### config.mk
export PLATFORM = sky130hd
export DESIGN_NAME = tt_um_result_collect
export DESIGN_NICKNAME = d
export VERILOG_FILES = /design/src/rtl/tt_um_result_collect.sv
export SDC_FILE = /design/constraint.sdc
export NUM_CORES = 1
export LEC_CHECK = 0
export CORE_MARGIN = 4
export CORE_UTILIZATION = 53
export DETAILED_ROUTE_END_ITERATION = 10
export MAX_ROUTING_LAYER = met4
export PLACE_DENSITY = 0.71
export SYNTH_ARGS = -nofsm -noshare
export SYNTH_HDL_FRONTEND = slang
export SYNTH_SLANG_ARGS = --single-unit
### constraint.sdc
create_clock -name clk -period 3.3 [get_ports clk]
set_input_delay 0.33 -clock clk [delete_from_list [all_inputs] [get_ports clk]]
set_output_delay 0.33 -clock clk [all_outputs]
set_load 0.02 [all_outputs]
### src/rtl/tt_um_result_collect.sv
// Deserialises LSB-first bit-serial lane results into words, buffers two frames (ping-pong)
// and drains them over valid/ready. Optional macro RESULT_COLLECT_SIGNED_EN adds out_sat.
module tt_um_result_collect #(
    parameter int MAX_OUT_LEN = 4,
    parameter int BIT_WIDTH   = 8,
    parameter int FRAME_DEPTH = 2
) (
    input  logic                           clk,
    input  logic                           rst,
    input  logic                           in_valid,
    input  logic [2:0]                     in_bit_select,
    input  logic [MAX_OUT_LEN-1:0]         in_bits,
    output logic                           out_valid,
    input  logic                           out_ready,
    output logic [BIT_WIDTH-1:0]           out_data,
    output logic [$clog2(MAX_OUT_LEN)-1:0] out_lane,
    output logic                           out_last,
`ifdef RESULT_COLLECT_SIGNED_EN
    output logic                           out_sat,
`endif
    output logic                           overflow,
    output logic                           sync_err
);

    localparam int LW = $clog2(MAX_OUT_LEN);
    localparam int CW = $clog2(FRAME_DEPTH + 1);
    localparam logic [2:0]    LAST_BIT  = 3'(BIT_WIDTH - 1);
    localparam logic [LW-1:0] LAST_LANE = LW'(MAX_OUT_LEN - 1);

    typedef enum logic {HUNT, COLLECT} state_t;

    state_t               r_state, w_next;
    logic [2:0]           r_expected;
    logic [BIT_WIDTH-1:0] r_shift [MAX_OUT_LEN];
    logic [BIT_WIDTH-1:0] r_buf   [2][MAX_OUT_LEN];
    logic [BIT_WIDTH-1:0] w_frame [MAX_OUT_LEN];
    logic                 r_rd_sel;
    logic [CW-1:0]        r_cnt;
    logic [LW-1:0]        r_lane;
    logic                 r_overflow, r_sync_err;

    logic w_start, w_accept, w_err, w_complete;
    logic w_pop, w_pop_last, w_full, w_push, w_drop, w_wr_sel;

`ifdef RESULT_COLLECT_SIGNED_EN
    function automatic logic is_min_neg(input logic signed [BIT_WIDTH-1:0] v);
        logic signed [BIT_WIDTH-1:0] min_neg;
        min_neg = {1'b1, {(BIT_WIDTH-1){1'b0}}};
        return v == min_neg;
    endfunction
`endif

    always_comb begin
        w_next     = r_state;
        w_start    = 1'b0;
        w_accept   = 1'b0;
        w_err      = 1'b0;
        w_complete = 1'b0;
        case (r_state)
            HUNT: begin
                if (in_valid && in_bit_select == 3'd0) begin
                    w_start = 1'b1;
                    w_next  = COLLECT;
                end
            end
            COLLECT: begin
                if (in_valid) begin
                    if (in_bit_select == r_expected) begin
                        w_accept = 1'b1;
                        if (r_expected == LAST_BIT) begin
                            w_complete = 1'b1;
                            w_next     = HUNT;
                        end
                    end else begin
                        // A fresh bit 0 restarts capture on the spot instead of losing a frame
                        w_err = 1'b1;
                        if (in_bit_select == 3'd0) w_start = 1'b1;
                        else                       w_next  = HUNT;
                    end
                end
            end
            default: w_next = HUNT;
        endcase
    end

    assign w_pop      = out_valid && out_ready;
    assign w_pop_last = w_pop && out_last;
    assign w_full     = (r_cnt == CW'(FRAME_DEPTH));
    assign w_push     = w_complete && (!w_full || w_pop_last);
    assign w_drop     = w_complete && !w_push;
    // With one frame held the other slot is free; otherwise the oldest slot is (or is being) freed
    assign w_wr_sel   = (r_cnt == CW'(1)) ? ~r_rd_sel : r_rd_sel;

    always_comb begin
        for (int k = 0; k < MAX_OUT_LEN; k++)
            w_frame[k] = {in_bits[k], r_shift[k][BIT_WIDTH-2:0]};
    end

    always_ff @(posedge clk or posedge rst) begin
        if (rst) begin
            r_state    <= HUNT;
            r_expected <= 3'd0;
            for (int k = 0; k < MAX_OUT_LEN; k++) r_shift[k] <= '0;
            r_cnt      <= '0;
            r_rd_sel   <= 1'b0;
            r_lane     <= '0;
            r_overflow <= 1'b0;
            r_sync_err <= 1'b0;
        end else begin
            r_state <= w_next;
            if (w_start) begin
                r_expected <= 3'd1;
                for (int k = 0; k < MAX_OUT_LEN; k++) r_shift[k] <= BIT_WIDTH'(in_bits[k]);
            end else if (w_accept) begin
                r_expected <= r_expected + 3'd1;
                for (int k = 0; k < MAX_OUT_LEN; k++) r_shift[k][r_expected] <= in_bits[k];
            end
            case ({w_push, w_pop_last})
                2'b10:   r_cnt <= r_cnt + CW'(1);
                2'b01:   r_cnt <= r_cnt - CW'(1);
                default: r_cnt <= r_cnt;
            endcase
            if (w_pop_last) r_rd_sel <= ~r_rd_sel;
            if (w_pop)      r_lane   <= w_pop_last ? '0 : r_lane + LW'(1);
            if (w_drop)     r_overflow <= 1'b1;
            if (w_err)      r_sync_err <= 1'b1;
        end
    end

    always_ff @(posedge clk) begin
        if (w_push)
            for (int k = 0; k < MAX_OUT_LEN; k++) r_buf[w_wr_sel][k] <= w_frame[k];
    end

    assign out_valid = (r_cnt != '0);
    assign out_lane  = r_lane;
    assign out_last  = out_valid && (r_lane == LAST_LANE);
    assign out_data  = out_valid ? r_buf[r_rd_sel][r_lane] : '0;
    assign overflow  = r_overflow;
    assign sync_err  = r_sync_err;
`ifdef RESULT_COLLECT_SIGNED_EN
    assign out_sat   = out_valid && is_min_neg(out_data);
`endif

endmodule

======== Word-level counts from Yosys, hierarchy flattened ========
Memories as Yosys holds them, arrays and structs flattened.
Cells that the tools add are included.
operators by class
  add/subtract/negate cells ............... 4
  $lt $le $gt $ge ......................... 3
  eq/ne operators ......................... 7
  muxes and demuxes ....................... 38
  bitwise operators ....................... 3
  reductions and logical operators ........ 14
operators with widths
  operator                                                               number
  32-bit two-way mux                                                     2
  8-bit bitwise mux                                                      4
  8-bit two-way mux                                                      3
  1-bit two-way mux                                                      21
  8-bit binary-select mux with 2-bit select                              1
  1-bit logical AND                                                      7
  2-bit equality test, second input constant                             3
  3-bit two-way mux                                                      2
  2-bit nonzero test                                                     3
  2-bit by 1-bit adder with 2-bit output, second input constant          2
  2-bit by 1-bit equality test with 1-bit output, second input constant  2
  3-bit by 4-bit < comparator with 1-bit output, second input constant   1
  1-bit case mux with 2 select lines                                     2
  2-bit case mux with 2 select lines                                     1
  3-bit by 1-bit adder with 3-bit output, second input constant          1
  1-bit demux with 3-bit select                                          1
  3-bit equality test                                                    1
  3-bit equality test, second input constant                             1
  3-bit by 1-bit >= comparator with 1-bit output, second input constant  1
  3-bit >= comparator, second input constant                             1
  3-bit zero test                                                        1
  2-bit inverter with 3-bit output                                       1
  1-bit zero test                                                        2
  2-bit two-way mux                                                      1
  3 further kinds                                                        4
word-level totals
  register bits ........................... 43
  bits in writable memories ............... 64
  input port bits ......................... 11
  output and inout bits ................... 14
  word-level logic and storage cells ...... 81
  memories ................................ 1
memories
  memory  words  width  read ports  clocked after memory_dff  write ports  line  RTL
  r_buf   2      32     1           0                         1            35    logic [BIT_WIDTH-1:0] r_buf [2][MAX_OUT_LEN];

======== Longest topological paths before layout ========
Gate-level depths: netlist of the first run.
  word-level depth ........................ 8
  mapped depth ............................ 7
  depth with buffers taken out ............ 6

======== Worst setup path before layout of the first run ========
Ideal clock, no wire load.
  path kind ............................... reg2reg
  from .................................... register r_expected[2]
  to ...................................... memory r_buf[1][0] (netlist bit), enable pin
  library setup time ...................... 0.424 ns
  arrival ................................. 2.845 ns
  data required time ...................... 2.876 ns
  setup slack ............................. 0.031 ns
  cell stages (with the launch flop) ...... 6
  buffers on the path ..................... 1
  period minus slack after synthesis ...... 3.269 ns
  cells stage by stage .................... dfrtp_1 -> buf_2 -> xor2_1 -> nor4_4 -> nand3_1 -> nor2b_1
between the ends
  word-level cells in the longest chain between the ends .. 8
  elaborated cells on any way between the ends .. 9
  those cells by class .................... eq/ne (2); mux (6); reduce/logical (1)
ends and longest elaborated chain
  item                                       line  RTL
  start: declaration                         33    logic [2:0] r_expected;
  start signal: assignment                   115   r_expected <= r_expected + 3'd1;
  3-bit equality test                        70    if (r_expected == LAST_BIT) begin
  1-bit two-way mux                          70
  1-bit two-way mux *                        68    if (in_bit_select == r_expected) begin
  1-bit two-way mux *                        67    if (in_valid) begin
  1-bit two-way mux *                        59    case (r_state)
  1-bit logical AND *                        89    assign w_push = w_complete && (!w_full || w_pop_last);
  1-bit two-way mux *                        131   if (w_push)
  1-bit two-way mux (implied by the code) *  132   for (int k = 0; k < MAX_OUT_LEN; k++) r_buf[w_wr_sel][k] <= w_frame[k];
  end: declaration                           35
Mark *: on every way between the ends. The rest lies on a longest branch, timed or not.

======== Worst setup path in the final report of the first run ========
  from .................................... register r_rd_sel
  to ...................................... output port out_data[3]
between the ends
  word-level cells in the longest chain between the ends .. 5
ends and longest elaborated chain
  item                                                  line  RTL
  start: declaration                                    37    logic r_rd_sel;
  start signal: assignment                              123   if (w_pop_last) r_rd_sel <= ~r_rd_sel;
  memory 2 x 32 bit                                     --
  8-bit binary-select mux with 2-bit select             138   assign out_data = out_valid ? r_buf[r_rd_sel][r_lane] : '0;
  8-bit two-way mux (implied by the code) (2 in a row)  138
  8-bit two-way mux                                     138
  end: declaration                                      15    output logic [BIT_WIDTH-1:0] out_data,
Every way passes these cells. The select of a mux whose other input is x is not followed.

==> impl_metrics.json, run 1 <==
{
  "syn_area_per_cell_sq_um": 15.5,
  "ys_seq_elements": 103,
  "drc_errors": 0,
  "fin_nets": 326,
  "synth_warnings": 0,
  "drive_gt1_share_pct": 15.9,
  "clkTransAtPathRegs_ns": 0.10,
  "grt_antenna_before_repair": 0,
  "relSlewSlack_pct": 58.6,
  "grt_pass1_vias": 2417,
  "post_cts_resized": 0,
  "routabilityCongestion": 0.792,
  "num_io_pins": 25,
  "cts_tree": "done",
  "cts_buffers": 9,
  "ant_nets": 0,
  "dp.cells": 400,
  "hp-class": "input pin to asynchronous set/reset pin",
  "slowest_stage": "dfrtp_1",
  "die_h_microns": 98.4,
  "clockBufferDepth": 2,
  "drtIter0Drc": 147,
  "syn_nets": 296,
  "die_x_microns": 98.4,
  "cp-startpoint": "r_rd_sel",
  "seqCellArea_sq_um": 2900,
  "hold_viol_final": 0,
  "outcome": "finished, final reports clean",
  "post_cts_buffers": 0,
  "post_drt_wl_per_cell_microns": 17.9,
  "cts_sinks": 103,
  "r2r_cells": 6,
  "start_util_pct": 55.2,
  "drt_wl_total_mm": 7.46,
  "holdBufCountCts": 0,
  "overflow": 0,
  "multi_input_area_sq_um": 1370,
  "path_buf_inv": 2,
  "diodes": 0,
  "fillers": 610,
  "dr_total_vias": 2334,
  "worstSetupStartpointType": "register",
  "ys_seq_area_share_pct": 66.9,
  "ys_types": 39,
  "p_leak_nw": 1.90,
  "cts-root-buf": "clkbuf_8",
  "period_minus_slack_ns": 2.82,
  "setup_tns_ns": 0,
  "p_per_area_nw_per_um2": 477,
  "arrival_ns": 2.49,
  "htree_levels": 3,
  "max_freq_ghz": 0.355,
  "skew_ns": 0.0127,
  "critical_path.cell_chain": "buf_12, mux4_2, mux2i_1, nor2_1, clkdlybuf4s50_1",
  "r2r_slack_ns": 0.90,
  "syn_to_final_growth_pct": 13.6,
  "cp_top_family": "buffers and inverters",
  "instances_no_fill": 416,
  "rsz0062_at_grt": "false",
  "crit_type": "register to primary output",
  "setup_viol": 0,
  "synthCells": 279,
  "worstSetupEndpointType": "primary output",
  "timing.rr.start": "out_lane[1]",
  "drv_cap": 0,
  "core_area_sq_um": 7850,
  "grt_max_degree": 40,
  "globalRouteTotalUtil_pct": 17.3,
  "grt_pass1_wl_mm": 12.4,
  "fin_crit_sh_pct": 85.4,
  "r2r_end": "r_buf[1][17]",
  "critPathMaxFanout": 12,
  "slowest_delay_ns": 0.62,
  "io_buffers": 24,
  "dr.pass1.iters": 4,
  "synth.cell_area_sq_um": 4330,
  "rows": 32,
  "max-vdd-ir-drop_mv": 0.230,
  "dp_hpwl_mm": 5.01,
  "insertion_delay_ns": 0.36,
  "worstPathRequired_ns": 2.97,
  "fp.dieArea_sq_um": 9690,
  "report.final.slew_viol_count": 0,
  "viasPerCell": 5.61,
  "worst_pin_slew_ns": 0.621
}
[cell families (layout without fill, tap and decap cells)]
| logic type | after synthesis | after routing | synth area share [%] |
|---|---|---|---|
| muxes | 47 | 47 | 15.5 |
| adders and majority gates | 6 | 6 | 1.73 |
| DFF | 103 | 103 | 66.9 |
| AOI/OAI and AO/OA | 24 | 24 | 4.73 |
| xor gates and xnor gates | 6 | 6 | 1.21 |
| and+or+nand+nor | 72 | 72 | 7.91 |
| buffers and inverters | 21 | 56 | 2.02 |
[worst max-delay path by stage]
stage                   to  slack (ns)  cells after the start
2_1_floorplan  r_buf[1][0]        0.03                      5
3_3_place_gp   out_data[3]        0.82                      5
3_5_place_dp   out_data[3]        0.84                      5
4_1_cts        out_data[3]        0.44                      5
5_1_grt        out_data[3]        0.32                      5
6_report       out_data[3]        0.48                      5
[cell type report]
type / count / share of cell area, %
Timing Repair Buffer: 32 / 6.61
Clock buffer: 10 / 2.59
Inverter: 8 / 0.610
Tap cell: 102 / 2.59
Sequential cell: 103 / 58.9
Clock inverter: 6 / 1.02
Multi-Input combinational cell: 155 / 27.7
[worst register-to-register path: stages, from the launching register on]
cell and delay, ns:
dfrtp_1 0.75, ha_1 0.32, nand3b_1 0.16, nand2_1 0.17, nand3_1 0.14, nor2b_2 0.12, buf_4 0.39
[metal layers]
layer / vias up / part of all wire (%) / global-route usage, %
li1: 1107 / - / -
met1: 1171 / 45 / 23.0
met3: 6 / 4.9 / 2.34
met2: 50 / 50 / 27.2
met5: - / 0 / -
met4: 0 / 0.79 / 6.93
[where the power goes]
group / switching (W) / total [W] / internal, W / leakage (nW)
clock network: 0.000424 / 0.000711 / 0.000287 / 0.0896
registers: 0.0000463 / 0.00147 / 0.00142 / 1.12
logic: 0.000102 / 0.000169 / 0.0000667 / 0.693
[cells in the mapped netlist, drive strengths merged]
cell type  count  share of area, %
o32ai          1              0.20
o22ai          3              0.43
nand3b         1              0.17
a21oi          2              0.23
nor4b          1              0.35
inv            8              0.69
o21ai          3              0.35
edfxtp        64                44
dfrtp         39                23
xor2           4              0.81
or4            2              0.35
or3            1              0.14
a32o           3              0.69
o41ai          1              0.38
and2           1              0.14
o21bai         3              0.52
mux4          16               8.3
nand3          2              0.23
and3b          1              0.20
nor2b          3              0.43
o21a           1              0.17
o31ai          1              0.17
ha             6               1.7
o2bb2ai        1              0.20
mux2           2              0.52
nand2         42               3.6
o2111ai        3               1.0
a21boi         1              0.17
clkbuf         5              0.43
a22oi          1              0.17
or4b           1              0.23
buf            8              0.89
xnor2          2              0.40
mux2i         29               6.7
nor3           5              0.58
nor4           1              0.49
nor2          11              0.95
[sequential cells by signal, summed over array words and instances, names as in the netlist]
signal / flops
out_lane: 2
overflow: 1
r_buf: 64
r_cnt: 2
r_expected: 3
r_rd_sel: 1
r_shift: 28
r_state: 1
sync_err: 1
[metrics by stage]
stage	power (W)	hold slack, ns	util (%)	setup WS (ns)	instance area [sq um]
floorplan	0.00160	0.425	-	0.0308	4330
global placement	0.00166	0.444	60.5	0.820	4750
detailed placement	0.00167	0.447	60.5	0.837	4750
CTS	0.00237	0.401	62.7	0.439	4920
global route	0.00247	0.425	62.7	0.319	4920
finish	0.00235	0.390	62.7	0.481	4920
[placed cells by master, fill, tap and decap left out, drive strengths merged, types with 8 or more instances in the layout]
cell type      count
buf                8
clkbuf            10
clkdlybuf4s50     24
dfrtp             39
edfxtp            64
inv               12
mux2i             29
mux4              16
nand2             42
nor2              11
Power figures use the tool's default switching activity.
==> run 2, diff against run 1 <==
--- a/config.mk
+++ b/config.mk
@@ -5,11 +5,14 @@
 export SDC_FILE = /design/constraint.sdc
 export NUM_CORES = 1
 export LEC_CHECK = 0
+export CORE_ASPECT_RATIO = 0.7
 export CORE_MARGIN = 4
 export CORE_UTILIZATION = 53
 export DETAILED_ROUTE_END_ITERATION = 10
+export GPL_ROUTABILITY_DRIVEN = 1
 export MAX_ROUTING_LAYER = met4
 export PLACE_DENSITY = 0.71
+export SLEW_MARGIN = 20
 export SYNTH_ARGS = -nofsm -noshare
 export SYNTH_HDL_FRONTEND = slang
 export SYNTH_SLANG_ARGS = --single-unit
==> impl_metrics.json, run 2 (synthesized netlist as in run 1, its figures left out) <==
{
  "drtIter0Drc": 132,
  "final_cell_mix": "edfxtp_1, nand2_1, dfrtp_1, mux2i_1, clkdlybuf4s50_1",
  "ant_nets": 0,
  "dp_hpwl_mm": 5.20,
  "p_per_area_nw_per_um2": 560,
  "die_x_microns": 116,
  "arrival_ns": 2.36,
  "setup_tns_ns": 0,
  "io_buffers": 24,
  "htree_levels": 3,
  "cp_top_family": "buffers and inverters",
  "largest_register": "r_buf",
  "hp-class": "input pin to asynchronous set/reset pin",
  "drt_wl_total_mm": 7.73,
  "post_cts_buffers": 0,
  "post_cts_resized": 0,
  "critical_path.cell_chain": "buf_4, mux4_2, mux2i_1, nor2_1, clkdlybuf4s50_1",
  "multi_input_area_sq_um": 1370,
  "rsz0062_at_grt": "false",
  "fin_nets": 326,
  "grt_pass1_vias": 2335,
  "slowest_delay_ns": 0.58,
  "worstPathRequired_ns": 2.97,
  "routabilityCongestion": 0.756,
  "worstSetupEndpointType": "primary output",
  "top_regs": "r_buf: 64 flops, r_shift: 28 flops, r_expected: 3 flops",
  "cp.depth": 5,
  "max_freq_ghz": 0.372,
  "post_drt_wl_per_cell_microns": 18.6,
  "relSlewSlack_pct": 50.8,
  "hold_viol_final": 0,
  "worst_pin_slew_ns": 0.735,
  "drv_cap": 0,
  "die_h_microns": 83.7,
  "dr_total_vias": 2364,
  "drc_errors": 0,
  "globalRouteTotalUtil_pct": 18.2,
  "cts_tree": "done",
  "r2r_cells": 6,
  "cts-root-buf": "clkbuf_16",
  "clkTransAtPathRegs_ns": 0.07,
  "p_leak_nw": 1.97,
  "critPathMaxFanout": 18,
  "largest_reg_flops": 64,
  "period_minus_slack_ns": 2.69,
  "slowest_stage": "mux4_2",
  "clockBufferDepth": 2,
  "outcome": "finished, final reports clean",
  "fp.dieArea_sq_um": 9710,
  "fillers": 592,
  "report.final.slew_viol_count": 0,
  "cts_sinks": 103,
  "num_io_pins": 25,
  "syn_to_final_growth_pct": 16.9,
  "start_util_pct": 54.8,
  "cts_buffers": 9,
  "skew_ns": 0.00521,
  "grt_max_degree": 40,
  "holdBufCountCts": 0,
  "diodes": 0,
  "grt_antenna_before_repair": 0,
  "dr.pass1.iters": 5,
  "core_area_sq_um": 7910,
  "overflow": 0,
  "drive_gt1_share_pct": 15.9,
  "seqCellArea_sq_um": 2900,
  "grt_pass1_wl_mm": 12.8,
  "insertion_delay_ns": 0.33,
  "viasPerCell": 5.70,
  "rows": 27,
  "fin_ws_ns": 0.613,
  "worstSetupStartpointType": "register",
  "path_buf_inv": 2,
  "max-vdd-ir-drop_mv": 0.256,
  "crit_type": "register to primary output",
  "setup_viol": 0,
  "fin_crit_sh_pct": 81.4,
  "final_common_cell": "edfxtp_1",
  "pre_cts_slack_ns": 0.818
}
run 2: changes by cell type in the layout (fill, tap and decap cells not counted):
cell	delta
buf_12	-2
buf_4	+2
bufinv_16	+3
clkbuf_16	+9
clkbuf_8	-9
clkinv_2	-1
clkinv_4	+1
inv_6	-3
run 2: metal layers:
metal  GRT usage, %  share of wire, %  vias to the layer above
met4           4.74              0.67                        0
li1               -                 -                     1107
met3           4.35               3.3                        5
met1           28.3                52                     1206
met5              -                 0                        -
met2           24.2                44                       46
run 2: tightest hold or removal path, delay by kind of cell:
family	cells	cell delay, ns
buffers and inverters	3	0.88
run 2: power by group:
group / total [W] / internal (W) / switching [W]
clock network: 0.00119 / 0.000748 / 0.000447
logic: 0.000173 / 0.0000668 / 0.000106
registers: 0.00147 / 0.00143 / 0.0000446
run 2: worst paths after layout:
check	slack [ns]	end	from
max	0.61	out_data[0]	r_rd_sel
min	0.42	r_shift[18]	rst
max reg2reg	0.86	r_buf[1][28]	out_lane[1]
min reg2reg	0.47	r_buf[0][19]	r_shift[19]
max in group asynchronous	2.52	r_shift[9]	rst
min in group clk	0.47	r_buf[0][19]	r_shift[19]
run 2: metrics by stage:
| stage | instance area, sq um | hold slack, ns | total power, W | util, % | instances |
|---|---|---|---|---|---|
| final | 5070 | 0.424 | 0.00284 | 64.1 | 415 |
| after global routing | 5070 | 0.488 | 0.00295 | 64.1 | 415 |
| after CTS | 5070 | 0.438 | 0.00286 | 64.1 | 415 |
| after detailed placement | 4720 | 0.456 | 0.00167 | 59.7 | 399 |
| after global placement | 4720 | 0.454 | 0.00166 | 59.7 | 399 |
| after floorplan | 4330 | 0.425 | 0.00160 | - | 279 |
run 2: area by class of cell:
class / instances / share of cell area (%)
repair buffers: 32 / 5.93
inverters: 8 / 0.593
clock buffers: 10 / 4.52
flip-flops and latches: 103 / 57.2
well taps: 101 / 2.49
multi-input cells: 155 / 26.9
clock inverters: 6 / 2.32
==> run 3, diff against run 2 <==
==> constraint.sdc (replaced) <==
create_clock -name clk -period 2.2 [get_ports clk]
set_input_delay 0.22 -clock clk [delete_from_list [all_inputs] [get_ports clk]]
set_output_delay 0.22 -clock clk [all_outputs]
set_load 0.02 [all_outputs]
==> impl_metrics.json, run 3 (synthesized netlist as in run 1, its figures left out) <==
{
  "outcome": "finished, final reports clean",
  "period_minus_slack_ns": 2.12,
  "fin_area_sq_um": 5260,
  "grt_antenna_before_repair": 0,
  "worstSetupStartpointType": "register",
  "setup_viol": 0,
  "post_drt_wl_per_cell_microns": 18.8,
  "globalRouteTotalUtil_pct": 19.3,
  "path_buf_inv": 3,
  "slowest_delay_ns": 0.50,
  "worstPathRequired_ns": 1.98,
  "pre_cts_slack_ns": -0.00851,
  "die_h_microns": 83.7,
  "fin_nets": 344,
  "drive_gt1_share_pct": 24.7,
  "start_util_pct": 54.8,
  "overflow": 0,
  "final_common_cell": "edfxtp_1",
  "drv_cap": 0,
  "fp.dieArea_sq_um": 9710,
  "intPower_w": 0.00307,
  "top_regs": "r_buf: 64 flops, r_shift: 28 flops, r_expected: 3 flops",
  "dr.pass1.iters": 4,
  "insertion_delay_ns": 0.34,
  "viasPerCell": 5.65,
  "p_sw_w": 0.000928,
  "ant_nets": 0,
  "fin_util_pct": 66.6,
  "crit_type": "register to primary output",
  "p_leak_nw": 2.07,
  "num_io_pins": 25,
  "fin_ws_ns": 0.0751,
  "report.final.slew_viol_count": 0,
  "worst_pin_slew_ns": 0.508,
  "largest_register": "r_buf",
  "max_freq_ghz": 0.471,
  "drc_errors": 0,
  "max-vdd-ir-drop_mv": 0.399,
  "largest_reg_flops": 64,
  "io_buffers": 24,
  "die_x_microns": 116,
  "rows": 27,
  "worstSetupEndpoint": "out_data[5]",
  "htree_levels": 3,
  "timing.rr.start": "out_lane[0]",
  "clkTransAtPathRegs_ns": 0.07,
  "worstSetupEndpointType": "primary output",
  "combPwrFrac_pct": 7.0,
  "routabilityCongestion": 0.749,
  "dp_hpwl_mm": 5.71,
  "skew_ns": 0.0112,
  "cp.depth": 6,
  "place_area_sq_um": 4940,
  "drtIter0Drc": 167,
  "hold_viol_final": 0,
  "cp_top_family": "multiplexers",
  "final_cell_mix": "edfxtp_1, nand2_1, dfrtp_1, mux2i_1, buf_4",
  "cts_tree": "done",
  "totalPowerFinal_w": 0.00400,
  "setup_tns_ns": 0,
  "critPathMaxFanout": 6,
  "hp-class": "input pin to asynchronous set/reset pin",
  "p_per_area_nw_per_um2": 759,
  "clockBufferDepth": 2,
  "holdBufCountCts": 0,
  "fillers": 563,
  "critical_path.cell_chain": "buf_6, buf_12, mux4_2, mux2i_1, nor2_1, clkdlybuf4s15_2",
  "core_area_sq_um": 7910,
  "p_seq_share_pct": 55.4,
  "r2r_cells": 7,
  "grt_pass1_wl_mm": 13.7,
  "dr_total_vias": 2445,
  "r2r_slack_ns": 0.22,
  "grt_max_degree": 40,
  "fin_crit_sh_pct": 96.6,
  "relSlewSlack_pct": 66.2,
  "swShare_pct": 23.2,
  "cp-startpoint": "r_rd_sel",
  "cts_buffers": 9,
  "syn_to_final_growth_pct": 21.4,
  "cts-root-buf": "clkbuf_16",
  "grt_pass1_vias": 2470,
  "rsz0062_at_grt": "true",
  "r2r_end": "r_buf[1][8]",
  "cts_sinks": 103,
  "arrival_ns": 1.90,
  "drt_wl_total_mm": 8.14,
  "diodes": 0,
  "slowest_stage": "mux4_2",
  "p_clk_share_pct": 37.6
}
run 3: changes by cell type in the layout (fill, tap and decap cells not counted), moves of 2 or more:
cell,delta
dfrtp_2,+2
xor2_1,-2
buf_12,+6
clkbuf_2,+3
dfrtp_1,-2
buf_2,+3
clkdlybuf4s50_1,-9
bufinv_16,-3
buf_4,+11
clkinv_4,+2
run 3: layout make-up:
type                    instances  area, sq um  area share (%)
flip-flops and latches        103         2900            55.1
well taps                     101          126            2.40
repair buffers                 50          502            9.54
clock inverters                 6         57.6            1.09
clock buffers                  10          239            4.54
multi-input cells             155         1410            26.7
inverters                       8         30.0           0.571
run 3: worst min-delay path by stage:
stage                           from           to  slack [ns]  cells past startpoint
after global routing             rst     r_cnt[0]        0.36                      3
after global placement    r_shift[2]  r_buf[0][2]        0.45                      0
after detailed placement  r_shift[2]  r_buf[0][2]        0.46                      0
after floorplan             in_valid      r_state        0.31                      1
final                            rst     overflow        0.30                      3
after CTS                        rst     r_cnt[0]        0.32                      3
run 3: worst reg2reg max path: cells and delay by family, from the launching register on:
| family | cells | cell delay, ns |
|---|---|---|
| flip-flops | 1 | 0.34 |
| adder cells (fa/ha/maj) | 1 | 0.28 |
| AND/OR/NAND/NOR | 4 | 0.69 |
| buffers and inverters | 2 | 0.37 |
run 3: metrics by stage:
stage	std cells	hold slack, ns
after floorplan	279	0.315
after global placement	413	0.452
after detailed placement	413	0.461
after CTS	432	0.319
after global routing	433	0.360
final	433	0.305
run 3: metal layers:
layer	part of all wire, %	track usage, %
met1	48	28.6
met2	45	27.7
met3	5.1	3.48
met4	1.1	5.37
met5	0	-
run 3: power groups by stage:
stage,Combinational [W],Sequential [W],Clock (W)
2_1_floorplan,0.000174,0.00223,0
3_3_place_gp,0.000274,0.00225,0
3_5_place_dp,0.000282,0.00225,0
4_1_cts,0.000284,0.00221,0.00154
5_1_grt,0.000315,0.00222,0.00162
6_report,0.000281,0.00221,0.00150
run 3: timing repair:
item / 4_1_cts / 5_1_grt
setup buffers: 2 / 1
endpoints found under the setup margin: 9 / 5
pin swaps: 0 / 0
cloned: 1 / 0
resized for setup: 24 / 9
